--- config.mk ---
export PLATFORM = sky130hd
export DESIGN_NAME = output_port_bank
export DESIGN_NICKNAME = d
export VERILOG_FILES = /design/src/rtl/output_port_bank.sv
export SDC_FILE = /design/constraint.sdc
export NUM_CORES = 1
export LEC_CHECK = 0
export BUFFER_PORTS_ARGS = -buffer_cell sky130_fd_sc_hd__buf_4
export CORE_MARGIN = 5
export CORE_UTILIZATION = 28
export DETAILED_ROUTE_END_ITERATION = 8
export SYNTH_ARGS = -nofsm -noshare
export SYNTH_HDL_FRONTEND = slang
export SYNTH_SLANG_ARGS = --single-unit
--- constraint.sdc ---
create_clock -name clk -period 6.6 [get_ports clk]
set_input_delay 0.66 -clock clk [delete_from_list [all_inputs] [get_ports clk]]
set_output_delay 0.66 -clock clk [all_outputs]
set_load 0.1 [all_outputs]
--- src/rtl/output_port_bank.sv ---
// output_port_bank: memory-mapped bank of latched output ports with load/set/clear/toggle
// writes, registered readback and per-port change pulses.
// Optional macro PORT_SHADOW_EN: writes and readback act on per-port shadow registers,
// and commit copies all shadows to port_out atomically on one edge.
module output_port_bank #(
    parameter int                NUM_PORTS   = 16,
    parameter int                DATA_W      = 8,
    parameter int                ADDR_W      = 8,
    parameter int                BASE_ADDR   = 240,
    parameter logic [DATA_W-1:0] RESET_VALUE = '0
) (
    input  logic                        clk,
    input  logic                        reset,
    input  logic                        write,
    input  logic                        read,
    input  logic [ADDR_W-1:0]           address,
    input  logic [1:0]                  op,
    input  logic [DATA_W-1:0]           data_in,
    input  logic                        commit,
    output logic [DATA_W-1:0]           data_out,
    output logic                        read_valid,
    output logic [NUM_PORTS*DATA_W-1:0] port_out,
    output logic [NUM_PORTS-1:0]        port_changed
);

    localparam int IDX_W = (NUM_PORTS > 1) ? $clog2(NUM_PORTS) : 1;
    localparam int AW1   = ADDR_W + 1;
    localparam logic [AW1-1:0] LO_ADDR = AW1'(BASE_ADDR);
    localparam logic [AW1-1:0] HI_ADDR = AW1'(BASE_ADDR + NUM_PORTS - 1);

    localparam logic [1:0] OP_LOAD  = 2'b00;
    localparam logic [1:0] OP_SET   = 2'b01;
    localparam logic [1:0] OP_CLEAR = 2'b10;

    // The decoded window must fit the address space and the port count must be sane.
    if (NUM_PORTS < 1 || NUM_PORTS > 64) begin : g_bad_ports
        $error("output_port_bank: NUM_PORTS must be 1..64");
    end
    if (BASE_ADDR + NUM_PORTS > (1 << ADDR_W)) begin : g_bad_range
        $error("output_port_bank: BASE_ADDR+NUM_PORTS exceeds the address space");
    end

    logic [DATA_W-1:0]    port_q [NUM_PORTS];
    logic [DATA_W-1:0]    port_d [NUM_PORTS];
    logic [DATA_W-1:0]    src_q  [NUM_PORTS];
    logic [DATA_W-1:0]    data_out_q, data_out_d;
    logic                 read_valid_q;
    logic [NUM_PORTS-1:0] changed_q, changed_d;

    logic [AW1-1:0]    addr_x;
    logic              hit, wr_hit, rd_hit;
    logic [IDX_W-1:0]  idx;
    logic [DATA_W-1:0] cur, wr_val;

    // Decode is done one bit wider than the bus so the window never wraps past the top.
    assign addr_x = {1'b0, address};
    assign hit    = (addr_x >= LO_ADDR) && (addr_x <= HI_ADDR);
    assign idx    = IDX_W'(address - ADDR_W'(BASE_ADDR));
    assign wr_hit = write && hit;
    assign rd_hit = read && hit;

    // Read-modify-write value of the addressed register for the requested operation.
    always_comb begin
        cur    = src_q[idx];
        wr_val = (op == OP_LOAD)  ? data_in :
                 (op == OP_SET)   ? (cur | data_in) :
                 (op == OP_CLEAR) ? (cur & ~data_in) :
                                    (cur ^ data_in);
    end

`ifdef PORT_SHADOW_EN
    logic [DATA_W-1:0] shadow_q [NUM_PORTS];
    logic [DATA_W-1:0] shadow_d [NUM_PORTS];

    // Writes land in the shadows; commit forwards the shadows' next state so a
    // coinciding write is included in the same atomic update.
    always_comb begin
        for (int i = 0; i < NUM_PORTS; i++) begin
            shadow_d[i] = (wr_hit && idx == IDX_W'(i)) ? wr_val : shadow_q[i];
            port_d[i]   = commit ? shadow_d[i] : port_q[i];
            src_q[i]    = shadow_q[i];
        end
    end

    // Shadow register bank.
    always_ff @(posedge clk or negedge reset) begin
        if (!reset) begin
            for (int i = 0; i < NUM_PORTS; i++) shadow_q[i] <= RESET_VALUE;
        end else begin
            for (int i = 0; i < NUM_PORTS; i++) shadow_q[i] <= shadow_d[i];
        end
    end
`else
    logic commit_unused;
    assign commit_unused = commit;

    // Writes go straight to the output registers.
    always_comb begin
        for (int i = 0; i < NUM_PORTS; i++) begin
            port_d[i] = (wr_hit && idx == IDX_W'(i)) ? wr_val : port_q[i];
            src_q[i]  = port_q[i];
        end
    end
`endif

    // A port pulses only when its visible value actually differs from the old one.
    always_comb begin
        for (int i = 0; i < NUM_PORTS; i++) changed_d[i] = (port_d[i] != port_q[i]);
        data_out_d = rd_hit ? cur : data_out_q;
    end

    // Output port registers, change pulses and registered readback.
    always_ff @(posedge clk or negedge reset) begin
        if (!reset) begin
            for (int i = 0; i < NUM_PORTS; i++) port_q[i] <= RESET_VALUE;
            changed_q    <= '0;
            data_out_q   <= '0;
            read_valid_q <= 1'b0;
        end else begin
            for (int i = 0; i < NUM_PORTS; i++) port_q[i] <= port_d[i];
            changed_q    <= changed_d;
            data_out_q   <= data_out_d;
            read_valid_q <= rd_hit;
        end
    end

    for (genvar g = 0; g < NUM_PORTS; g++) begin : g_flat
        assign port_out[g*DATA_W +: DATA_W] = port_q[g];
    end

    assign data_out     = data_out_q;
    assign read_valid   = read_valid_q;
    assign port_changed = changed_q;

endmodule

# After elaboration in Yosys (flattened, before gate mapping)
# Cells that the tools add are included.
dict set report totals {
  elab_cells 104
  out_inout_bits 153
  in_bits 23
  reg_bits 153
}
dict set report op_classes {
  mux 22
  magnitude_cmp 3
  bitwise_logic 5
  n_addsub 1
  n_eq_ne 33
  reduce_logical 21
}
# cell count
set ops {}
lappend ops {{$mux W8} 21}
lappend ops {{$ne A8 B8 Y1} 16}
lappend ops {{$bmux W8 S4} 1}
lappend ops {{$eq A4 B4 Y1 const B} 8}
lappend ops {{$logic_and A1 B1 Y1} 19}
lappend ops {{$eq A4 B3 Y1 const B} 4}
lappend ops {{$and A8 B8 Y8} 1}
lappend ops {{$eq A4 B2 Y1 const B} 2}
lappend ops {{$ge A8 B8 Y1 const B} 1}
lappend ops {{$le A8 B8 Y1 const B} 1}
lappend ops {{$not A8 Y8} 1}
lappend ops {{$or A8 B8 Y8} 1}
lappend ops {{$xor A8 B8 Y8} 1}
lappend ops {{$ge A5 B5 Y1 const B} 1}
lappend ops {{$not A4 Y5} 1}
lappend ops {{$eq A4 B1 Y1 const B} 1}
lappend ops {{$logic_not A4 Y1} 1}
lappend ops {{$sub A4 B1 Y4 const B} 1}
lappend ops {{$eq A2 B1 Y1 const B} 1}
lappend ops {{$eq A2 B2 Y1 const B} 1}
lappend ops {{$logic_not A2 Y1} 1}

# Depth between registers and ports, before layout
# Gate-level depths: netlist of run 1.
dict set report depth {
  ltp_word 11
  ltp_mapped 13
  mapped_depth_nobuf 10
}

# Least setup slack after synthesis of run 1
# OpenSTA, ideal clock, no wires.
dict set report synth_timing {
  path_kind {in2reg}
  startpoint {input address[0]}
  endpoint {register changed_q[13] (netlist: port_changed[13])}
  path_stages 12
  setup_time_ns 0.124
  required_time_ns 6.476
  n_path_buf 3
  arrival_time_ns 3.937
  path_slack_ns 2.539
  cell_sequence {buf_2 > buf_2 > mux4_2 > mux4_2 > inv_1 > ha_1 > mux2i_4 > mux2_2 > buf_6 > xnor2_1 > or4_1 > o31a_1}
}
dict set report synth_between {
  elab_chain_cells 11
  elab_cells_between_ends 19
  classes_between {1 x add/sub; 2 x order compare; 2 x eq/ne; 7 x mux; 4 x bitwise; 3 x reduce/logical}
}
# element line
set synth_rtl {}
lappend synth_rtl {{from (decl)} 16} ;# input logic [ADDR_W-1:0] address,
lappend synth_rtl {{$sub A4 B1 Y4 (*)} 58} ;# assign idx = IDX_W'(address - ADDR_W'(BASE_ADDR));
lappend synth_rtl {{$not A4 Y5 (implied by the code) (*)} 64} ;# cur = src_q[idx];
lappend synth_rtl {{$bmux W8 S4 (*)} 64}
lappend synth_rtl {{$mux W8 (implied by the code) (*) (2 in a row)} 64}
lappend synth_rtl {{via cur[2]} 53} ;# logic [DATA_W-1:0] cur, wr_val;
lappend synth_rtl {{$xor A8 B8 Y8 or $and A8 B8 Y8 (tied branches)} {68, 67}}
lappend synth_rtl {{$mux W8} 67} ;# (op == OP_CLEAR) ? (cur & ~data_in) :
lappend synth_rtl {{$mux W8 (*)} 66} ;# (op == OP_SET) ? (cur | data_in) :
lappend synth_rtl {{$mux W8 (*)} 65} ;# wr_val = (op == OP_LOAD) ? data_in :
lappend synth_rtl {{$mux W8 (*)} 100} ;# port_d[i] = (wr_hit && idx == IDX_W'(i)) ? wr_val : port_q[i];
lappend synth_rtl {{$ne A8 B8 Y1 (*)} 108} ;# for (int i = 0; i < NUM_PORTS; i++) changed_d[i] = (port_d[i] != port_q[i]);
lappend synth_rtl {{via changed_d[13]} 48} ;# logic [NUM_PORTS-1:0] changed_q, changed_d;
lappend synth_rtl {{to (signal assigned)} 121} ;# changed_q <= changed_d;
lappend synth_rtl {{to (decl)} 48}
# The timed path passes the listed nets; every way through them passes the cells marked *. The select of a mux whose other input is x is not followed.
# A chain may end at the register's enable or synchronous reset.

# Worst setup path after layout of run 1
dict set report layout_timing {
  startpoint {input address[0]}
  endpoint {register changed_q[9] (netlist: port_changed[9])}
}
# The elaborated chain is that of the path after synthesis.

==> impl_metrics.py, run 1 <==
metrics = {
    "setup_path": {
        "path_max_fanout": 36,
        "arrival_ns": 4.68,
        "crit_type": "in -> reg",
        "worst_setup_path_end_kind": "register",
        "critical_path_required_ns": 6.89,
        "start_kind": "input port",
    },
    "power_and_ir_drop": {
        "switching_share_pct": 36.79,
        "powerDensity_nw_per_um2": 248.4,
        "p_int_uw": 1847,
        "p_comb_share_pct": 27.7,
        "p_seq_share_pct": 36.0,
        "clkPwrFrac_pct": 36.3,
        "leakage_uw": 0.005156,
        "power_uw": 2922,
        "ir_drop_mv": 0.2019,
        "p_sw_uw": 1075,
    },
    "grt": {
        "grt_pass1_vias": 7920,
        "grt_overflow": 0,
        "grt_pass1_wl_um": 53530,
        "antenna_found_initial": 1,
        "grt.total_usage_pct": 18.73,
        "grt_max_degree": 91,
    },
    "sta": {
        "fin_crit_sh_pct": 66.50,
        "clock-skew-final_ns": 0.01352,
        "tightest_slew_ns": 1.121,
        "rsz0062_at_grt": "no",
        "setup_viol": 0,
        "min_period_ns": 4.389,
        "tns_ns": 0,
        "drv_slew": 0,
        "slew_headroom_pct": 25.29,
        "fmax_mhz": 227.8,
        "hold_viol": 0,
    },
    "routing": {
        "via_count": 8058,
        "drt_iter0_drc": 869,
        "drc": 0,
        "first_pass_iters": 5,
        "routed_wl_um": 36010,
        "wl_per_cell_um": 23.52,
        "drtAntennaViolNets": 0,
        "viasPerCell": 5.263,
    },
    "clock_network": {
        "cts_max_level": 4,
        "cts_tree": "done",
        "cts.repair.resized": 0,
        "ctsLongestPathBuffers": 2,
        "clkSlewWorstSetupHoldPaths_ns": 0.07,
        "clock_sinks": 153,
        "cts_buffers": 17,
        "clkLatencyLatePin_ns": 0.44,
        "holdBufCountCts": 0,
        "postCtsSetupRepairBufs": 0,
        "cts_root_buffer": "clkbuf_16",
    },
    "die": {
        "initial_utilization_pct": 28.34,
        "ios": 176,
        "die_w_um": 194.2,
        "rows": 67,
        "dieArea_um2": 37720,
        "die_h_um": 194.2,
        "core_region_area_um2": 33530,
    },
    "logic_synthesis": {
        "synth.most_common_cell": "dfrtp_1",
        "yosysSeqAreaShare_pct": 40.29,
        "synth_edf_count": 0,
        "ys_top_cells_by_area": "dfrtp_1 (40%), xnor2_1 (10%), mux4_2 (9.5%), o21ai_0 (6.6%), nand2_1 (5.2%)",
        "async_reset_ff_share_pct": 100.0,
        "syn_avg_cell_area_um2": 10.19,
        "synth_top_area_share_pct": 40.29,
        "syn_area_um2": 9502,
        "ys_seq_elements": 153,
        "synth_top_cell_by_area": "dfrtp_1",
        "netlist_instances": 932,
        "synth_cell_type_count": 58,
        "synth_ff_type": "dfrtp_1",
        "synth_warnings": 0,
        "syn_nets": 971,
        "synth_top_cells_by_count": "dfrtp_1 (153), nand2_1 (132), o21ai_0 (125)",
    },
    "outcome": {
        "outcome": "completed",
    },
    "job": {
        "maxCapViolations": 0,
    },
    "place": {
        "hpwl_um": 25670,
        "gp_congestion": 0.9009,
        "portBuffers": 174,
    },
    "finish": {
        "areaGrowthSynthToFinish_pct": 23.82,
        "drive_gt1_share_pct": 27.91,
        "fin_nets": 1109,
    },
    "worst_hold_path": {
        "worstHoldPathType": "in -> async",
    },
}
[power by group through the flow]
stage               combinational [uW]  sequential, uW  clock (uW)
floorplan                          319            1320           0
global placement                   798            1070           0
detailed placement                 809            1070           0
CTS                                812            1050        1070
global route                       854            1060        1100
finish                             811            1050        1060
[registers in the layout, indices dropped and copies added (netlist names)]
| name | cells |
|---|---|
| port_out | 128 |
| port_changed | 16 |
| data_out | 8 |
| read_valid | 1 |
[cells by family (layout without fill, tap and decap cells)]
logic type / Yosys count / after routing / share of synthesized area (%)
flops: 153 / 153 / 40.29
compound gates: 214 / 214 / 13.01
xor+xnor: 162 / 162 / 14.93
fa+ha+maj: 16 / 16 / 2.107
buf+inv: 86 / 236 / 4.214
mux: 82 / 82 / 15.12
other cells: 0 / 1 / 0
simple gates: 219 / 219 / 10.32
[critical path, stage by stage]
cell      delay, ns
buf_4          0.50
mux4_2         0.64
mux4_2         0.51
inv_1          0.12
ha_1           0.25
mux2i_2        0.61
mux2_2         0.65
xnor2_1        0.12
nor4_1         0.41
a21boi_0       0.16
[path summary, 6_finish.rpt]
kind                                    startpoint  slack (ns)                        end  cells after the start
setup / recovery                        address[0]        2.21  port_changed[9]$_DFF_PN0_                     10
max in group asynchronous                    reset        4.95    port_out[127]$_DFF_PN0_                      2
min in group clk           data_out[0]$_DFFE_PN0P_        0.48    data_out[0]$_DFFE_PN0P_                      2
setup reg to reg            port_out[55]$_DFF_PN0_        2.59  port_changed[9]$_DFF_PN0_                      9
hold reg to reg            data_out[0]$_DFFE_PN0P_        0.48    data_out[0]$_DFFE_PN0P_                      2
hold / removal                               reset        0.28      port_out[0]$_DFF_PN0_                      1
[placed cells by master (no fill, tap or decap), drive strengths merged, types with 4 or more instances in the layout]
cell type / count
a21oi: 30
a31oi: 11
buf: 186
bufinv: 4
clkbuf: 21
clkinv: 4
dfrtp: 153
ha: 16
inv: 20
mux2: 30
mux2i: 12
mux4: 40
nand2: 132
nand3: 10
nand4: 13
nor2: 18
nor3: 10
nor4: 13
o21ai: 130
o22ai: 11
or4: 5
xnor2: 108
xor2: 54
[final cells by class]
cell class	instances	area, um^2
Multi-Input combinational cell	693	5284
Sequential cell	153	3829
Antenna cell	1	2.502
Fill cell	3415	21770
Inverter	19	71.32
Clock buffer	21	450.4
Tap cell	448	560.5
Clock inverter	10	167.7
Timing Repair Buffer	186	1400
[metrics by stage]
stage	hold slack (ns)	util (%)	std cells	setup WS, ns	area (um^2)
detailed placement	0.4744	33.24	1499	1.760	11140
global route	0.3726	35.09	1531	1.936	11770
finish	0.2847	35.09	1531	2.211	11770
global placement	0.4655	33.24	1499	1.794	11140
floorplan	0.3644	-	932	2.539	9502
CTS	0.3299	35.08	1530	2.206	11760
[layer usage]
layer / part of all wire, % / up-vias / routed length (um) / track usage (%)
met1: 42 / 3994 / 14980 / 24.96
met4: 3.4 / 0 / 1229 / 6.953
li1: - / 3592 / - / -
met3: 7.7 / 79 / 2767 / 3.614
met2: 47 / 393 / 17030 / 30.39
met5: 0 / - / 0 / 0
Note: power is estimated with default switching activity, not from simulation.
==> run 2, diff against run 1 <==
--- a/config.mk
+++ b/config.mk
@@ -5,6 +5,7 @@
 export SDC_FILE = /design/constraint.sdc
 export NUM_CORES = 1
 export LEC_CHECK = 0
+export ABC_AREA = 1
 export BUFFER_PORTS_ARGS = -buffer_cell sky130_fd_sc_hd__buf_4
 export CORE_MARGIN = 5
 export CORE_UTILIZATION = 28
==> constraint.sdc (replaced) <==
create_clock -name clk -period 4.5 [get_ports clk]
set_input_delay 0.45 -clock clk [delete_from_list [all_inputs] [get_ports clk]]
set_output_delay 0.45 -clock clk [all_outputs]
set_load 0.1 [all_outputs]
==> impl_metrics.py, run 2 <==
metrics = {
    "die": {
        "ios": 176,
        "dieArea_um2": 37900,
        "core_region_area_um2": 33620,
        "die_h_um": 194.7,
        "rows": 67,
        "die_w_um": 194.7,
        "initial_utilization_pct": 28.41,
    },
    "finish": {
        "multiInputGateArea_um2": 4706,
        "mostFrequentLayoutCells": "nand2_1 (290), buf_4 (194), inv_1 (167)",
        "regArea_um2": 3829,
        "layout_commonest_cell": "nand2_1",
        "num-fill-cells": 3562,
        "areaGrowthSynthToFinish_pct": 25.34,
        "drive_gt1_share_pct": 18.39,
        "fin_nets": 1528,
        "num_antenna_cells": 0,
        "post-route-util_pct": 35.61,
        "largest_register_ff_count": 128,
    },
    "sta": {
        "tightest_slew_ns": 1.017,
        "rsz0062_at_grt": "no",
        "fin_crit_sh_pct": 74.48,
        "slew_headroom_pct": 31.96,
        "whs_ns": 0.09490,
        "setup_viol": 0,
        "fmax_mhz": 298.4,
        "tns_ns": 0,
        "clock-skew-final_ns": 0.009956,
        "min_period_ns": 3.352,
        "hold_viol": 0,
        "drv_slew": 0,
    },
    "grt": {
        "grt_max_degree": 86,
        "grt_pass1_vias": 9397,
        "grt.total_usage_pct": 18.83,
        "grt_overflow": 0,
        "grt_pass1_wl_um": 55550,
        "antenna_found_initial": 0,
    },
    "clock_network": {
        "cts_max_level": 4,
        "cts.repair.resized": 0,
        "cts_tree": "done",
        "cts_buffers": 17,
        "postCtsSetupRepairBufs": 0,
        "clkSlewWorstSetupHoldPaths_ns": 0.07,
        "holdBufCountCts": 0,
        "ctsLongestPathBuffers": 2,
        "cts_root_buffer": "clkbuf_16",
        "clock_sinks": 153,
        "clkLatencyLatePin_ns": 0.44,
    },
    "logic_synthesis": {
        "ys_top_cells_by_area": "dfrtp_1 (40%), nand2_1 (11%), nand3_1 (7.9%), inv_1 (6.6%), o21bai_1 (5.7%)",
        "synth_cell_type_count": 28,
        "netlist_instances": 1336,
        "synth_ff_type": "dfrtp_1",
        "synth_top_cells_by_count": "nand2_1 (290), inv_1 (167), dfrtp_1 (153)",
        "syn_nets": 1375,
        "ys_seq_elements": 153,
        "syn_area_um2": 9549,
        "synth_top_area_share_pct": 40.09,
        "synth.most_common_cell": "nand2_1",
        "synth_top_cell_by_area": "dfrtp_1",
        "syn_avg_cell_area_um2": 7.148,
        "yosysSeqAreaShare_pct": 40.09,
        "synth_edf_count": 0,
        "async_reset_ff_share_pct": 100.0,
        "synth_warnings": 0,
    },
    "setup_path": {
        "worst_setup_path_end_kind": "register",
        "critical_path_required_ns": 4.83,
        "cpMaxStageDelayCell": "inv_1",
        "critPathMaxStageDelay_ns": 0.44,
        "path_max_fanout": 16,
        "arrival_ns": 3.68,
        "critPathBufInv": 6,
        "crit_type": "in -> reg",
        "crit_family": "simple AND/OR/NAND/NOR gates",
        "worstPathCellList": "buf_4 > nor2_1 > inv_1 > buf_4 > o22ai_1 > o21ai_0 > nand2_1 > nor2_1 > inv_1 > ha_1 > inv_1 > nand2_1 > a21oi_1 > nand2_2 > nand2_2 > buf_12 > nor2_1 > nand2_1 > nand4_1 > nor2_1 > nand2_1",
        "start_kind": "input port",
    },
    "routing": {
        "drc": 0,
        "drt_iter0_drc": 980,
        "viasPerCell": 5.070,
        "via_count": 9881,
        "first_pass_iters": 5,
        "wl_per_cell_um": 18.88,
        "routed_wl_um": 36790,
        "drtAntennaViolNets": 0,
    },
    "power_and_ir_drop": {
        "ir_drop_mv": 0.2715,
        "power_uw": 4955,
        "leakage_uw": 0.005907,
        "powerDensity_nw_per_um2": 414.0,
    },
    "outcome": {
        "outcome": "completed",
    },
    "job": {
        "maxCapViolations": 0,
    },
    "worst_hold_path": {
        "worstHoldPathType": "in -> async",
    },
    "place": {
        "gp_congestion": 0.9371,
        "hpwl_um": 27640,
        "portBuffers": 174,
    },
}
-- run 2: cell count changes after synthesis, sizes merged, moves of 73 or more --
cell	previous run	this run
nor2	18	151
nand2	132	301
nand3	10	156
o21bai	0	73
xnor2	108	0
inv	19	182
-- run 2: path summary, 6_finish.rpt --
kind                                    startpoint                         to  slack (ns)  cells after the start
min in group clk           data_out[3]$_DFFE_PN0P_    data_out[3]$_DFFE_PN0P_        0.49                      2
max reg2reg                  port_out[2]$_DFF_PN0_  port_changed[1]$_DFF_PN0_        1.34                     18
max                                     address[0]  port_changed[3]$_DFF_PN0_        1.15                     21
min                                          reset    port_out[121]$_DFF_PN0_        0.09                      1
max in group asynchronous                    reset    port_out[105]$_DFF_PN0_        3.39                      2
min reg2reg                data_out[3]$_DFFE_PN0P_    data_out[3]$_DFFE_PN0P_        0.49                      2
-- run 2: area by class of cell --
type | count | area share (%)
multi-input combinational | 936 | 39.32
sequential | 153 | 31.99
clock buffer | 19 | 3.784
clock inverter | 12 | 1.568
timing repair buffer | 199 | 12.93
tap | 448 | 4.683
inverter | 182 | 5.729
-- run 2: worst register-to-register path, stage by stage, from the launching register on --
cell and delay (ns):
dfrtp_1 0.42, inv_1 0.14, o22ai_1 0.10, o21ai_0 0.25, nand2_1 0.16, nor2_1 0.30
inv_1 0.09, ha_1 0.18, inv_1 0.05, nand2_1 0.05, a21oi_2 0.13, nand2_2 0.17
nand2_2 0.34, buf_12 0.23, nor2_1 0.07, nand2_1 0.08, nand4_1 0.09, nor2_1 0.10
nand2_1 0.07
-- run 2: through the flow --
step                      setup slack [ns]  cell area [um^2]  std cells
final                                1.148             11970       1949
after floorplan                      1.818              9549       1336
after detailed placement            0.7429             11330       1918
after global placement              0.7940             11330       1918
after global routing                0.9155             11970       1949
after CTS                            1.202             11970       1949
-- run 2: cell families after synthesis --
| logic type | after synthesis | synth area share [%] |
|---|---|---|
| buffers and inverters | 247 | 10.63 |
| and+or+nand+nor | 663 | 30.61 |
| DFF | 153 | 40.09 |
| adders and majority gates | 16 | 2.096 |
| AOI/OAI and AO/OA | 257 | 16.57 |
-- run 2: metal layers --
metal / global-route usage [%] / wire [um] / vias to the layer above
met5: 0 / 0 / -
met4: 5.495 / 948 / 0
met3: 4.744 / 3065 / 59
met2: 30.98 / 17270 / 427
met1: 24.58 / 15510 / 4664
li1: - / - / 4731
-- run 2: where the power goes --
part	internal [uW]	leakage, uW	switching, uW
Combinational	335	0.00387	1410
Sequential	1490	0.00173	111
Clock	965	0.000307	642
Total	2790	0.00591	2160
==> run 3, diff against run 2 <==
--- a/config.mk
+++ b/config.mk
@@ -5,7 +5,7 @@
 export SDC_FILE = /design/constraint.sdc
 export NUM_CORES = 1
 export LEC_CHECK = 0
-export ABC_AREA = 1
+export ABC_AREA = 0
 export BUFFER_PORTS_ARGS = -buffer_cell sky130_fd_sc_hd__buf_4
 export CORE_MARGIN = 5
 export CORE_UTILIZATION = 28
==> constraint.sdc (replaced) <==
create_clock -name clk -period 3.1 [get_ports clk]
set_input_delay 0.31 -clock clk [delete_from_list [all_inputs] [get_ports clk]]
set_output_delay 0.31 -clock clk [all_outputs]
set_load 0.1 [all_outputs]
==> impl_metrics.py, run 3 (synthesis results as in run 1) <==
metrics = {
    "finish": {
        "drive_gt1_share_pct": 57.06,
        "mostFrequentLayoutCells": "buf_4 (435), nand2_1 (132), o21ai_0 (113)",
        "num-fill-cells": 3193,
        "largest_register_ff_count": 128,
        "layout_commonest_cell": "buf_4",
        "fin_cells": 1830,
        "areaGrowthSynthToFinish_pct": 57.58,
        "fin_nets": 1407,
        "final_cell_area_um2": 14970,
    },
    "clock_network": {
        "clkLatencyLatePin_ns": 0.45,
        "ctsLongestPathBuffers": 2,
        "clkSlewWorstSetupHoldPaths_ns": 0.07,
        "cts_root_buffer": "clkbuf_16",
        "cts_max_level": 4,
        "cts_buffers": 17,
        "cts_tree": "done",
        "clock_sinks": 153,
    },
    "grt": {
        "grt_pass1_wl_um": 64340,
        "grt_pass1_vias": 9547,
        "antenna_found_initial": 3,
        "grt_max_degree": 78,
        "grt.total_usage_pct": 22.79,
        "grt_overflow": 0,
    },
    "routing": {
        "first_pass_iters": 5,
        "drc": 0,
        "drt_iter0_drc": 777,
        "viasPerCell": 5.160,
        "wl_per_cell_um": 24.27,
        "drtAntennaViolNets": 0,
        "routed_wl_um": 44420,
        "via_count": 9443,
    },
    "sta": {
        "whs_ns": 0.3825,
        "fin_crit_sh_pct": 104.2,
        "min_period_ns": 3.231,
        "setup_viol": 15,
        "tns_ns": -1.226,
        "tightest_slew_ns": 0.8211,
        "rsz0062_at_grt": "yes",
        "clock-skew-final_ns": 0.01364,
        "slew_headroom_pct": 45.26,
        "drv_slew": 0,
        "worst_slack_ns": -0.1305,
        "fmax_mhz": 309.5,
        "hold_viol": 0,
    },
    "place": {
        "gp_congestion": 0.9300,
        "dp.cells": 1740,
        "hpwl_um": 33380,
        "portBuffers": 174,
        "place_area_um2": 13450,
        "place_ws_ns": -0.7246,
    },
    "outcome": {
        "violations": "setup timing",
        "outcome": "finished with violations",
    },
    "setup_path": {
        "critical_path_required_ns": 3.41,
        "start_kind": "register",
        "arrival_ns": 3.54,
        "crit_type": "reg -> reg",
        "path_max_fanout": 3,
        "worst_setup_path_end_kind": "register",
    },
    "die": {
        "die_w_um": 194.2,
        "dieArea_um2": 37720,
        "initial_utilization_pct": 28.34,
        "rows": 67,
        "core_region_area_um2": 33530,
        "die_h_um": 194.2,
        "ios": 176,
    },
    "worst_hold_path": {
        "worstHoldPathType": "in -> reg",
    },
    "power_and_ir_drop": {
        "leakage_uw": 0.006640,
        "ir_drop_mv": 0.4128,
        "powerDensity_nw_per_um2": 443.2,
    },
    "job": {
        "maxCapViolations": 0,
    },
}
[run 3: cell count changes in the layout (fill, tap and decap cells not counted), moves of 99 or more]
cell     previous run  this run
buf_4             194       435
nand2_1           290       132
inv_1             167        10
nand3_1           151        10
dfrtp_1           153        25
nor2_1            139        17
xnor2_1             0        99
[run 3: layout make-up]
class | count | area [um^2] | share of cell area, %
multi-input combinational | 693 | 5724 | 38.23
clock inverter | 14 | 117.6 | 0.7855
timing repair buffer | 484 | 3939 | 26.31
antenna | 1 | 2.502 | 0.01671
tap | 448 | 560.5 | 3.744
inverter | 19 | 71.32 | 0.4763
clock buffer | 18 | 439.2 | 2.933
sequential | 153 | 4119 | 27.51
[run 3: through the flow]
| step | util [%] | total power, uW |
|---|---|---|
| 5_1_grt | 44.65 | 6844 |
| 3_3_place_gp | 40.11 | 4382 |
| 2_1_floorplan | - | 3551 |
| 3_5_place_dp | 40.11 | 4397 |
| 4_1_cts | 43.52 | 6543 |
| 6_report | 44.65 | 6636 |
[run 3: worst paths after layout]
| check | endpoint | startpoint | cells after the start | slack, ns |
|---|---|---|---|---|
| min reg2reg | data_out[1]$_DFFE_PN0P_ | data_out[1]$_DFFE_PN0P_ | 2 | 0.48 |
| max in group asynchronous | port_out[56]$_DFF_PN0_ | reset | 3 | 1.70 |
| max | port_changed[8]$_DFF_PN0_ | port_out[61]$_DFF_PN0_ | 11 | -0.13 |
| max reg2reg | port_changed[8]$_DFF_PN0_ | port_out[61]$_DFF_PN0_ | 11 | -0.13 |
| min in group asynchronous | port_out[13]$_DFF_PN0_ | reset | 2 | 0.50 |
| min | read_valid$_DFF_PN0_ | read | 3 | 0.38 |
[run 3: layer usage]
layer  up-vias  GRT usage, %  routed length [um]
li1       4192             -                   -
met1      4645         30.23               18600
met2       482         35.11               20100
met4         4         9.818                2020
met5         -             0                  24
met3       120         6.203                3669
[run 3: where the power goes]
part	internal [uW]	leakage, uW	total [uW]	switching [uW]
logic	898	0.00448	2430	1530
registers	2100	0.00189	2170	63.4
clock network	1060	0.000271	2040	976
total	4070	0.00664	6640	2570
[run 3: timing repair]
item                                   4_1_cts  5_1_grt
pin swaps                                   15       28
hold buffers                                 1        0
setup endpoints to repair                   24       21
setup buffers                               48       12
endpoints found under the hold margin       75        0
resized for setup                           44       66
[run 3: worst max-delay path: stages, from the launching register on]
cell and delay [ns]:
dfrtp_4 0.48, mux4_2 0.56, mux4_2 0.55, inv_2 0.10
ha_4 0.20, mux2i_4 0.23, buf_6 0.14, xor2_1 0.15
nand4_1 0.11, or4_1 0.41, o21ai_1 0.09, a31oi_1 0.08
